## config.mk

```make
export PLATFORM = sky130hd
export DESIGN_NAME = ram_access_ctrl
export DESIGN_NICKNAME = d
export VERILOG_FILES = /design/src/rtl/ram_access_ctrl_pkg.sv /design/src/rtl/ram_access_ctrl_align.sv /design/src/rtl/ram_access_ctrl.sv
export SDC_FILE = /design/constraint.sdc
export NUM_CORES = 1
export LEC_CHECK = 0
export ABC_AREA = 1
export CELL_PAD_IN_SITES_DETAIL_PLACEMENT = 1
export CELL_PAD_IN_SITES_GLOBAL_PLACEMENT = 2
export CORE_ASPECT_RATIO = 0.9
export CORE_MARGIN = 2
export CORE_UTILIZATION = 27
export CTS_CLUSTER_SIZE = 28
export DETAILED_ROUTE_END_ITERATION = 12
export PLACE_DENSITY_LB_ADDON = 0.1
export REMOVE_ABC_BUFFERS = 1
export SLEW_MARGIN = 10
export SYNTH_ARGS = -nofsm -noshare
export SYNTH_HDL_FRONTEND = slang
export SYNTH_SLANG_ARGS = --single-unit
```

## constraint.sdc

```tcl
create_clock -name clk -period 5.09 [get_ports clk]
set_input_delay 1.018 -clock clk [delete_from_list [all_inputs] [get_ports clk]]
set_output_delay 1.018 -clock clk [all_outputs]
set_load 0.05 [all_outputs]
```

## src/rtl/ram_access_ctrl_pkg.sv

```systemverilog
// Shared types and helpers for the RAM access controller and its data aligner.
package ram_access_ctrl_pkg;

    localparam int unsigned DEFAULT_RAM_ADDR_WIDTH = 10;
    localparam int unsigned DATA_W                 = 32;
    localparam int unsigned STRB_W                 = DATA_W / 8;

    typedef enum logic [1:0] {
        SZ_BYTE = 2'd0,
        SZ_HALF = 2'd1,
        SZ_WORD = 2'd2,
        SZ_RSVD = 2'd3
    } mem_size_t;

    typedef enum logic [1:0] {
        LSU_IDLE   = 2'd0,
        LSU_SECOND = 2'd1,
        LSU_RESP   = 2'd2
    } lsu_state_t;

    // Request attributes held from accept until the response retires.
    typedef struct packed {
        logic      we;
        mem_size_t size;
        logic [1:0] off;
        logic      is_unsigned;
        logic      split;
        logic      err;
    } req_ctl_t;

    function automatic logic [STRB_W-1:0] size_mask(input mem_size_t sz);
        case (sz)
            SZ_BYTE: size_mask = 4'b0001;
            SZ_HALF: size_mask = 4'b0011;
            default: size_mask = 4'b1111;
        endcase
    endfunction

    function automatic logic [2:0] size_nbytes(input mem_size_t sz);
        case (sz)
            SZ_BYTE: size_nbytes = 3'd1;
            SZ_HALF: size_nbytes = 3'd2;
            default: size_nbytes = 3'd4;
        endcase
    endfunction

endpackage

```

## src/rtl/ram_access_ctrl_align.sv

```systemverilog
// Combinational lane steering: store rotate/strobe generation and load extract/extend.
module ram_data_align
    import ram_access_ctrl_pkg::*;
(
    input  mem_size_t     i_st_size,
    input  logic [1:0]    i_st_off,
    input  logic [31:0]   i_st_wdata,
    output logic [31:0]   o_st_data,
    output logic [7:0]    o_st_strb8,
    input  mem_size_t     i_ld_size,
    input  logic [1:0]    i_ld_off,
    input  logic          i_ld_unsigned,
    input  logic [63:0]   i_ld_pair,
    output logic [31:0]   o_ld_data
);

    logic [4:0]  w_st_sh;
    logic [4:0]  w_ld_sh;
    logic [31:0] w_ld_word;

    assign w_st_sh = {i_st_off, 3'b000};
    assign w_ld_sh = {i_ld_off, 3'b000};

    // Rotating keeps every byte in the lane it lands in, for both beats of a split.
    assign o_st_data  = 32'(({i_st_wdata, i_st_wdata} << w_st_sh) >> 32);
    assign o_st_strb8 = {4'b0000, size_mask(i_st_size)} << i_st_off;

    assign w_ld_word = 32'(i_ld_pair >> w_ld_sh);

    always_comb begin
        o_ld_data = w_ld_word;
        case (i_ld_size)
            SZ_BYTE: o_ld_data = i_ld_unsigned ? {24'd0, w_ld_word[7:0]}
                                               : {{24{w_ld_word[7]}}, w_ld_word[7:0]};
            SZ_HALF: o_ld_data = i_ld_unsigned ? {16'd0, w_ld_word[15:0]}
                                               : {{16{w_ld_word[15]}}, w_ld_word[15:0]};
            default: o_ld_data = w_ld_word;
        endcase
    end

endmodule

```

## src/rtl/ram_access_ctrl.sv

```systemverilog
// Byte-addressed load/store initiator for a word-addressed RAM; splits misaligned
// accesses into two beats and returns formatted load data.
module ram_access_ctrl
    import ram_access_ctrl_pkg::*;
#(
    parameter int unsigned ADDR_WIDTH = DEFAULT_RAM_ADDR_WIDTH,
    parameter logic [31:0] BASE_ADDR  = 32'h0000_0000
) (
    input  logic                  clk,
    input  logic                  rst_n,
    input  logic                  req_valid,
    output logic                  req_ready,
    input  logic                  req_we,
    input  logic [31:0]           req_addr,
    input  logic [1:0]            req_size,
    input  logic                  req_unsigned,
    input  logic [31:0]           req_wdata,
    output logic                  rsp_valid,
    output logic                  rsp_err,
    output logic [31:0]           rsp_rdata,
    output logic                  ram_rd_en,
    output logic                  ram_wr_en,
    output logic [ADDR_WIDTH-1:0] ram_addr,
    output logic [31:0]           ram_wr_data,
    output logic [3:0]            ram_wr_strobe,
    input  logic [31:0]           ram_rd_data
);

    localparam logic [1:0] S_IDLE   = LSU_IDLE;
    localparam logic [1:0] S_SECOND = LSU_SECOND;
    localparam logic [1:0] S_RESP   = LSU_RESP;

    logic [1:0]            r_state;
    logic [1:0]            w_state_nxt;
    req_ctl_t              r_ctl;
    logic [ADDR_WIDTH-1:0] r_widx;
    logic [31:0]           r_wdata_rot;
    logic [3:0]            r_strb_hi;
    logic [31:0]           r_lo_q;

    logic [32:0]           w_diff;
    logic                  w_below;
    logic                  w_oor;
    logic [ADDR_WIDTH-1:0] w_widx;
    logic                  w_last;
    mem_size_t             w_size;
    logic [1:0]            w_off;
    logic [2:0]            w_end;
    logic                  w_split;
    logic                  w_err;
    logic                  w_accept;
    logic [31:0]           w_st_data;
    logic [7:0]            w_st_strb8;
    logic [63:0]           w_pair;
    logic [31:0]           w_ld_data;

    // Range check in 33 bits so addresses below BASE_ADDR cannot wrap into range.
    assign w_diff   = {1'b0, req_addr} - {1'b0, BASE_ADDR};
    assign w_below  = w_diff[32];
    assign w_oor    = (w_diff[31:0] >> (ADDR_WIDTH + 2)) != 32'd0;
    assign w_widx   = w_diff[ADDR_WIDTH+1:2];
    assign w_last   = &w_widx;
    assign w_size   = mem_size_t'(req_size);
    assign w_off    = req_addr[1:0];
    assign w_end    = {1'b0, w_off} + size_nbytes(w_size);
    assign w_split  = w_end > 3'd4;
    assign w_err    = w_below | w_oor | (w_split & w_last) | (w_size == SZ_RSVD);
    assign w_accept = req_valid & (r_state == S_IDLE);

    assign w_pair = r_ctl.split ? {ram_rd_data, r_lo_q} : {32'd0, ram_rd_data};

    ram_data_align u_align (
        .i_st_size     (w_size),
        .i_st_off      (w_off),
        .i_st_wdata    (req_wdata),
        .o_st_data     (w_st_data),
        .o_st_strb8    (w_st_strb8),
        .i_ld_size     (r_ctl.size),
        .i_ld_off      (r_ctl.off),
        .i_ld_unsigned (r_ctl.is_unsigned),
        .i_ld_pair     (w_pair),
        .o_ld_data     (w_ld_data)
    );

    always_ff @(posedge clk or negedge rst_n) begin
        if (!rst_n) begin
            r_state <= S_IDLE;
        end else begin
            r_state <= w_state_nxt;
        end
    end

    // Next state and RAM port: lo beat straight from the request, hi beat from held state.
    always_comb begin
        w_state_nxt   = r_state;
        ram_rd_en     = 1'b0;
        ram_wr_en     = 1'b0;
        ram_addr      = '0;
        ram_wr_data   = 32'd0;
        ram_wr_strobe = 4'd0;
        case (r_state)
            S_IDLE: begin
                if (req_valid) begin
                    if (w_err) begin
                        w_state_nxt = S_RESP;
                    end else begin
                        ram_rd_en     = ~req_we;
                        ram_wr_en     = req_we;
                        ram_addr      = w_widx;
                        ram_wr_data   = w_st_data;
                        ram_wr_strobe = w_st_strb8[3:0];
                        w_state_nxt   = w_split ? S_SECOND : S_RESP;
                    end
                end
            end
            S_SECOND: begin
                ram_rd_en     = ~r_ctl.we;
                ram_wr_en     = r_ctl.we;
                ram_addr      = r_widx + ADDR_WIDTH'(1);
                ram_wr_data   = r_wdata_rot;
                ram_wr_strobe = r_strb_hi;
                w_state_nxt   = S_RESP;
            end
            S_RESP: begin
                w_state_nxt = S_IDLE;
            end
            default: begin
                w_state_nxt = S_IDLE;
            end
        endcase
    end

    always_ff @(posedge clk or negedge rst_n) begin
        if (!rst_n) begin
            r_ctl       <= '0;
            r_widx      <= '0;
            r_wdata_rot <= 32'd0;
            r_strb_hi   <= 4'd0;
            r_lo_q      <= 32'd0;
        end else begin
            if (w_accept) begin
                r_ctl.we          <= req_we;
                r_ctl.size        <= w_size;
                r_ctl.off         <= w_off;
                r_ctl.is_unsigned <= req_unsigned;
                r_ctl.split       <= w_split;
                r_ctl.err         <= w_err;
                r_widx            <= w_widx;
                r_wdata_rot       <= w_st_data;
                r_strb_hi         <= w_st_strb8[7:4];
            end
            if (r_state == S_SECOND) begin
                r_lo_q <= ram_rd_data;
            end
        end
    end

    assign req_ready = (r_state == S_IDLE);
    assign rsp_valid = (r_state == S_RESP);
    assign rsp_err   = rsp_valid & r_ctl.err;
    assign rsp_rdata = (rsp_valid & ~r_ctl.err & ~r_ctl.we) ? w_ld_data : 32'd0;

endmodule

```

# Word level (Yosys, flattened, before mapping)

Index checks and enable logic that the tools add are counted.

Equality and inequality tests: 6
$lt $le $gt $ge: 1
Shift-type cells: 3
Reduce and logical (&&, ||, !) cells: 5
Multiplexer cells: 26
Bitwise operators: 10
Add/subtract/negate cells: 2

Operators by type and width:

| operator                                      | count |
|---|---|
| two-way mux 32 bit                            | 5 |
| one-hot mux 32 bit (2 select lines)           | 2 |
| two-way mux 64 bit                            | 1 |
| << shifter 64 x 5 -> 64 bit                   | 1 |
| right shift 64 x 5 -> 32 bit                  | 1 |
| nonzero test 32 bit                           | 1 |
| two-way mux 10 bit                            | 2 |
| one-hot mux 10 bit (2 select lines)           | 1 |
| one-hot mux 4 bit (2 select lines)            | 2 |
| adder 10 x 1 -> 10 bit, second input constant | 1 |
| AND reduction 10 bit                          | 1 |
| two-way mux 4 bit                             | 2 |
| << shifter 4 x 2 -> 8 bit                     | 1 |
| == test 2 x 1 -> 1 bit, second input constant | 3 |
| zero test 2 bit                               | 3 |
| two-way mux 2 bit                             | 3 |
| one-hot mux 3 bit (2 select lines)            | 1 |
| bitwise AND 1 bit                             | 5 |
| == test 2 bit, second input constant          | 2 |
| two-way mux 1 bit                             | 4 |
| one-hot mux 1 bit (2 select lines)            | 2 |
| one-hot mux 2 bit (2 select lines)            | 1 |
| adder 2 x 3 -> 3 bit                          | 1 |
| > comparator 3 bit, second input constant     | 1 |
| 3 further kinds                               | 6 |

Logic and storage cells: 64
Bits of input ports: 103
Register bits after elaboration: 88

# Logic depth before layout (Yosys ltp)

Word-level depth: 10
Depth in mapped cells: 11

# Cells and area by module

Synthesis repeated with hierarchy kept, for this count alone.

Cells, all modules: 1,187
Area total of the unflattened synthesis: 7,255.7 sq um

By module, submodules not included:

| module          | times used | cells an instance | area an instance (sq um) |
|---|---|---|---|
| ram_access_ctrl | 1          | 773               | 5,306.3 |
| ram_data_align  | 1          | 414               | 1,949.4 |

# Worst setup path before layout

No wires, ideal clock.

Path kind: input port to output port
From: input port req_addr[1]
To: output port ram_addr[6]
Slack: 0.493 ns
Data required time: 4.072 ns
Arrival time: 3.579 ns
Stages on the path: 8
Path through: clkinv_1 -> clkbuf_1 -> fa_1 -> a22oi_2 -> nand3_1 -> nand2_2 -> buf_6 -> o21ai_0

Word-level cells in the longest chain between the ends: 8

Ends and longest elaborated chain:

| element                             | RTL line               | text |
|---|---|---|
| start, declared                     | ram_access_ctrl.sv:14  | `input logic [31:0] req_addr,` |
| adder 2 x 3 -> 3 bit                | ram_access_ctrl.sv:65  | `assign w_end = {1'b0, w_off} + size_nbytes(w_size);` |
| > comparator 3 bit                  | ram_access_ctrl.sv:66  | `assign w_split = w_end > 3'd4;` |
| bitwise AND 1 bit                   | ram_access_ctrl.sv:67  | `assign w_err = w_below \| w_oor \| (w_split & w_last) \| (w_size == SZ_RSVD);` |
| OR 1 bit (2 in series)              | ram_access_ctrl.sv:67  |  |
| two-way mux 10 bit                  | ram_access_ctrl.sv:104 | `if (w_err) begin` |
| two-way mux 10 bit                  | ram_access_ctrl.sv:103 | `if (req_valid) begin` |
| one-hot mux 10 bit (2 select lines) | ram_access_ctrl.sv:101 | `case (r_state)` |
| end, declared                       | ram_access_ctrl.sv:23  | `output logic [ADDR_WIDTH-1:0] ram_addr,` |

Every way passes these cells.

# Worst setup path after layout

From: input port req_size[0]
To: output port ram_wr_data[0]

Word-level cells in the longest chain between the ends: 10
Elaborated cells on any way between the ends: 12

Ends and longest elaborated chain:

| element                                                   | RTL line                  | text |
|---|---|---|
| start, declared                                           | ram_access_ctrl.sv:15     | `input logic [1:0] req_size,` |
| == test 2 x 1 -> 1 bit or zero test 2 bit (tied branches) | ram_access_ctrl_pkg.sv:40 | `case (sz)` |
| one-hot mux 3 bit (2 select lines)                        | ram_access_ctrl_pkg.sv:40 |  |
| adder 2 x 3 -> 3 bit                                      | ram_access_ctrl.sv:65     |  |
| > comparator 3 bit                                        | ram_access_ctrl.sv:66     |  |
| bitwise AND 1 bit                                         | ram_access_ctrl.sv:67     |  |
| OR 1 bit                                                  | ram_access_ctrl.sv:67     |  |
| OR 1 bit (*)                                              | ram_access_ctrl.sv:67     |  |
| two-way mux 32 bit (*)                                    | ram_access_ctrl.sv:104    |  |
| two-way mux 32 bit (*)                                    | ram_access_ctrl.sv:103    |  |
| one-hot mux 32 bit (2 select lines) (*)                   | ram_access_ctrl.sv:101    |  |
| end, declared                                             | ram_access_ctrl.sv:24     | `output logic [31:0] ram_wr_data,` |

Every way passes the cells marked *; elsewhere a longest branch is shown, timed or not.

==> flow_summary_export.csv <==
group,metric,value,unit
pwr,ir_drop,0.133,mV
global_route,grtUsageTotal,19.2,%
clocking,clkLatencyLatePin,0.34,ns
finish,area_delta_synth_final,35.7,%
hold_path,hp-class,"reg -> reg",
yosys,ys_warn_count,0,
sta,fin_skew,0.00721,ns
global_route,antenna_found_initial,0,
drt,vias,6748,
sta,setup_viol,0,
clocking,cts_tree,"built",
clocking,clock_path_buffers,2,
drt,routed_wl,22900,um
yosys,synth_most_common_cell,"nand2_1",
critical_path,worstPathMaxFanout,33,
finish,utilization,37.6,%
global_route,grt.overflow.total,0,
global_route,grt_pass1_vias,6961,
placement,place_ws,0.198,ns
drt,vias_per_cell,4.86,
critical_path,start_kind,"input pin",
sta,tightest_slew,0.940,ns
clocking,ctsHoldBuffers,0,
yosys,synth-seq-area-share,34.7,%
floorplan,dieWidth,165,um
floorplan,io-pin-count,186,
floorplan,coreArea,0.0226,mm2
sta,post-route-min-period,4.83,ns
yosys,yosysTopAreaCell,"dfrtp_1",
hold_path,min_to,"r_lo_q[7]$_DFFE_PN0P_",
yosys,synth-seq-cells,87,
clocking,clkSinkCount,87,
yosys,synth_top_cells_by_count,"nand2_1, o21ai_0, inv_1, dfrtp_1, nand3_1",
hold_path,whs_path_depth,2,
floorplan,die_h,149,um
sta,hold-worst-slack,0.472,ns
sta,slew_violations,0,
yosys,synth_edf_count,0,
finish,n_antenna_cell,0,
hold_path,hp-start,"r_lo_q[7]$_DFFE_PN0P_",
critical_path,r2r_slack,2.85,ns
floorplan,rows,52,
sta,fin_tns_setup,0,ns
sta,fin_ws,0.264,ns
critical_path,cp-end-kind,"output pin",
finish,fill_cells,2883,
pwr,p_leak,3.97,nW
drt,drc,0,
finish,layout.nets,1196,
sta,relSlewSlack,37.2,%
clocking,cts_buffers,9,
critical_path,r2r_end,"r_lo_q[18]$_DFFE_PN0P_",
sta,hold_violations,0,
drt,first_pass_iters,4,
pwr,power_per_cell_area,247,mW/mm2
clocking,clk_pin_slew,0.06,ns
drt,ant_nets,0,
floorplan,start_util,27.7,%
yosys,ys.flop_type,"dfrtp_1",
drt,drtIter0Drc,307,
yosys,synthTopCellsByArea,"dfrtp_1, nand2_1, o21ai_0",
sta,fin_crit_sh,94.8,%
critical_path,crit-reg2reg-launch,"r_state[1]$_DFFE_PN0P_",
yosys,synth_cell_types,34,
critical_path,critical_path_arrival,3.81,ns
yosys,syn_inst,937,
critical_path,crit_type,"in -> out",
yosys,synth_top_cell_area_share,34.7,%
clocking,htreeDepth,3,
sta,max_clock_freq,207,MHz
critical_path,required,4.07,ns
yosys,synthArstFlopShare,100,%
drt,wl_per_cell,16.5,um
placement,dpl.hpwl,16700,um
placement,io_buffer_count,185,
yosys,synth.avg_cell_area,6.70,um2
finish,drive_gt1_share,9.25,%
clocking,root_buffer,"clkbuf_16",
global_route,grt_max_degree,58,
placement,gp_congestion,0.735,
global_route,grt_pass1_wl,37100,um
critical_path,reg2reg_depth,5,
floorplan,die_area,0.0245,mm2
status,outcome,"finished clean",
yosys,synth_area,0.00627,mm2
run,drv_cap,0,
sta,rsz0062_at_grt,"no",
cells in the final DEF, fill, tap and decap left out, drive strengths merged:
cell type        n
nor2            56
o211ai           6
clkbuf          10
a21oi           35
dfrtp           87
a31oi            7
nand2          275
mux2i           33
clkinv           4
a211oi           1
o22ai           39
buf             67
o31ai            1
ha               3
o21ai          142
bufinv           1
fa               1
a22oi            7
xor2             1
nand4            5
inv             98
nor3             6
nand3           72
clkdlybuf4s50  135
final cells by class:
cell class                      instances  area, um2  area share (%)
Tap cell                              297        372            4.36
Clock inverter                          4       48.8           0.573
Sequential cell                        87       2180            25.6
Timing Repair Buffer                  202       1910            22.5
Multi-Input combinational cell        690       3400            39.9
Clock buffer                           10        229            2.69
Inverter                               99        377            4.42
logic make-up after synthesis:
kind of cell | count (synthesis) | share of synthesized area, %
flip-flops | 87 | 34.7
buffers and inverters | 160 | 11.2
multiplexers | 33 | 5.26
AND/OR/NAND/NOR | 414 | 27.2
XOR/XNOR | 1 | 0.140
AO/OA/AOI/OAI | 238 | 20.6
adder cells (fa/ha/maj) | 4 | 0.917
state kept, by name, summed over array words and instances, names as in the netlist:
name and count:
r_wdata_rot 32, r_strb_hi 3, r_widx 10, r_state 2, r_ctl 8, r_lo_q 32
metal layers:
metal | GRT usage [%] | wire length (um) | vias up
met4 | 3.57 | 231 | 0
met2 | 31.3 | 10400 | 142
met1 | 26.3 | 11100 | 3179
met5 | 0 | 0 | -
li1 | - | - | 3412
met3 | 4.29 | 1200 | 15
power by group:
group | switching [mW] | internal [mW] | leakage [nW]
clock network | 0.281 | 0.375 | 0.138
logic | 0.421 | 0.237 | 2.88
registers | 0.0394 | 0.753 | 0.949
total | 0.741 | 1.36 | 3.97
critical path: stages:
cell and delay, ns:
clkdlybuf4s50_1 0.49, nor2_1 0.25, ha_1 0.19, inv_1 0.05, fa_1 0.38, inv_1 0.07
nand2_1 0.06, a22oi_2 0.18, nand3_1 0.27, nand2_4 0.26, buf_12 0.21, o22ai_1 0.11
buf_4 0.24
through the flow:
step	area (um2)	total power, mW	cells
final	8520	2.11	1389
after global routing	8520	2.27	1389
after CTS	8510	2.15	1389
after detailed placement	8230	1.47	1375
after global placement	8230	1.47	1375
after floorplan	5950	1.18	876
how the worst max path moves through the flow:
| stage | end | slack, ns | cells after the start | from |
|---|---|---|---|---|
| 3_3_place_gp | ram_wr_strobe[2] | 0.36 | 11 | req_size[0] |
| 3_5_place_dp | ram_wr_data[0] | 0.20 | 13 | req_size[0] |
| 2_1_floorplan | ram_addr[1] | 0.003 | 6 | req_addr[1] |
| 6_report | ram_wr_data[0] | 0.26 | 13 | req_size[0] |
| 4_1_cts | ram_wr_data[0] | 0.19 | 13 | req_size[0] |
| 5_1_grt | ram_wr_data[25] | 0.01 | 13 | req_size[0] |
what timing repair did:
action | 4_1_cts | 5_1_grt
buffers inserted | 0 | 0
endpoints found under the setup margin | 0 | 32
resized for setup | 0 | 1
(Power assumes the default switching activity.)
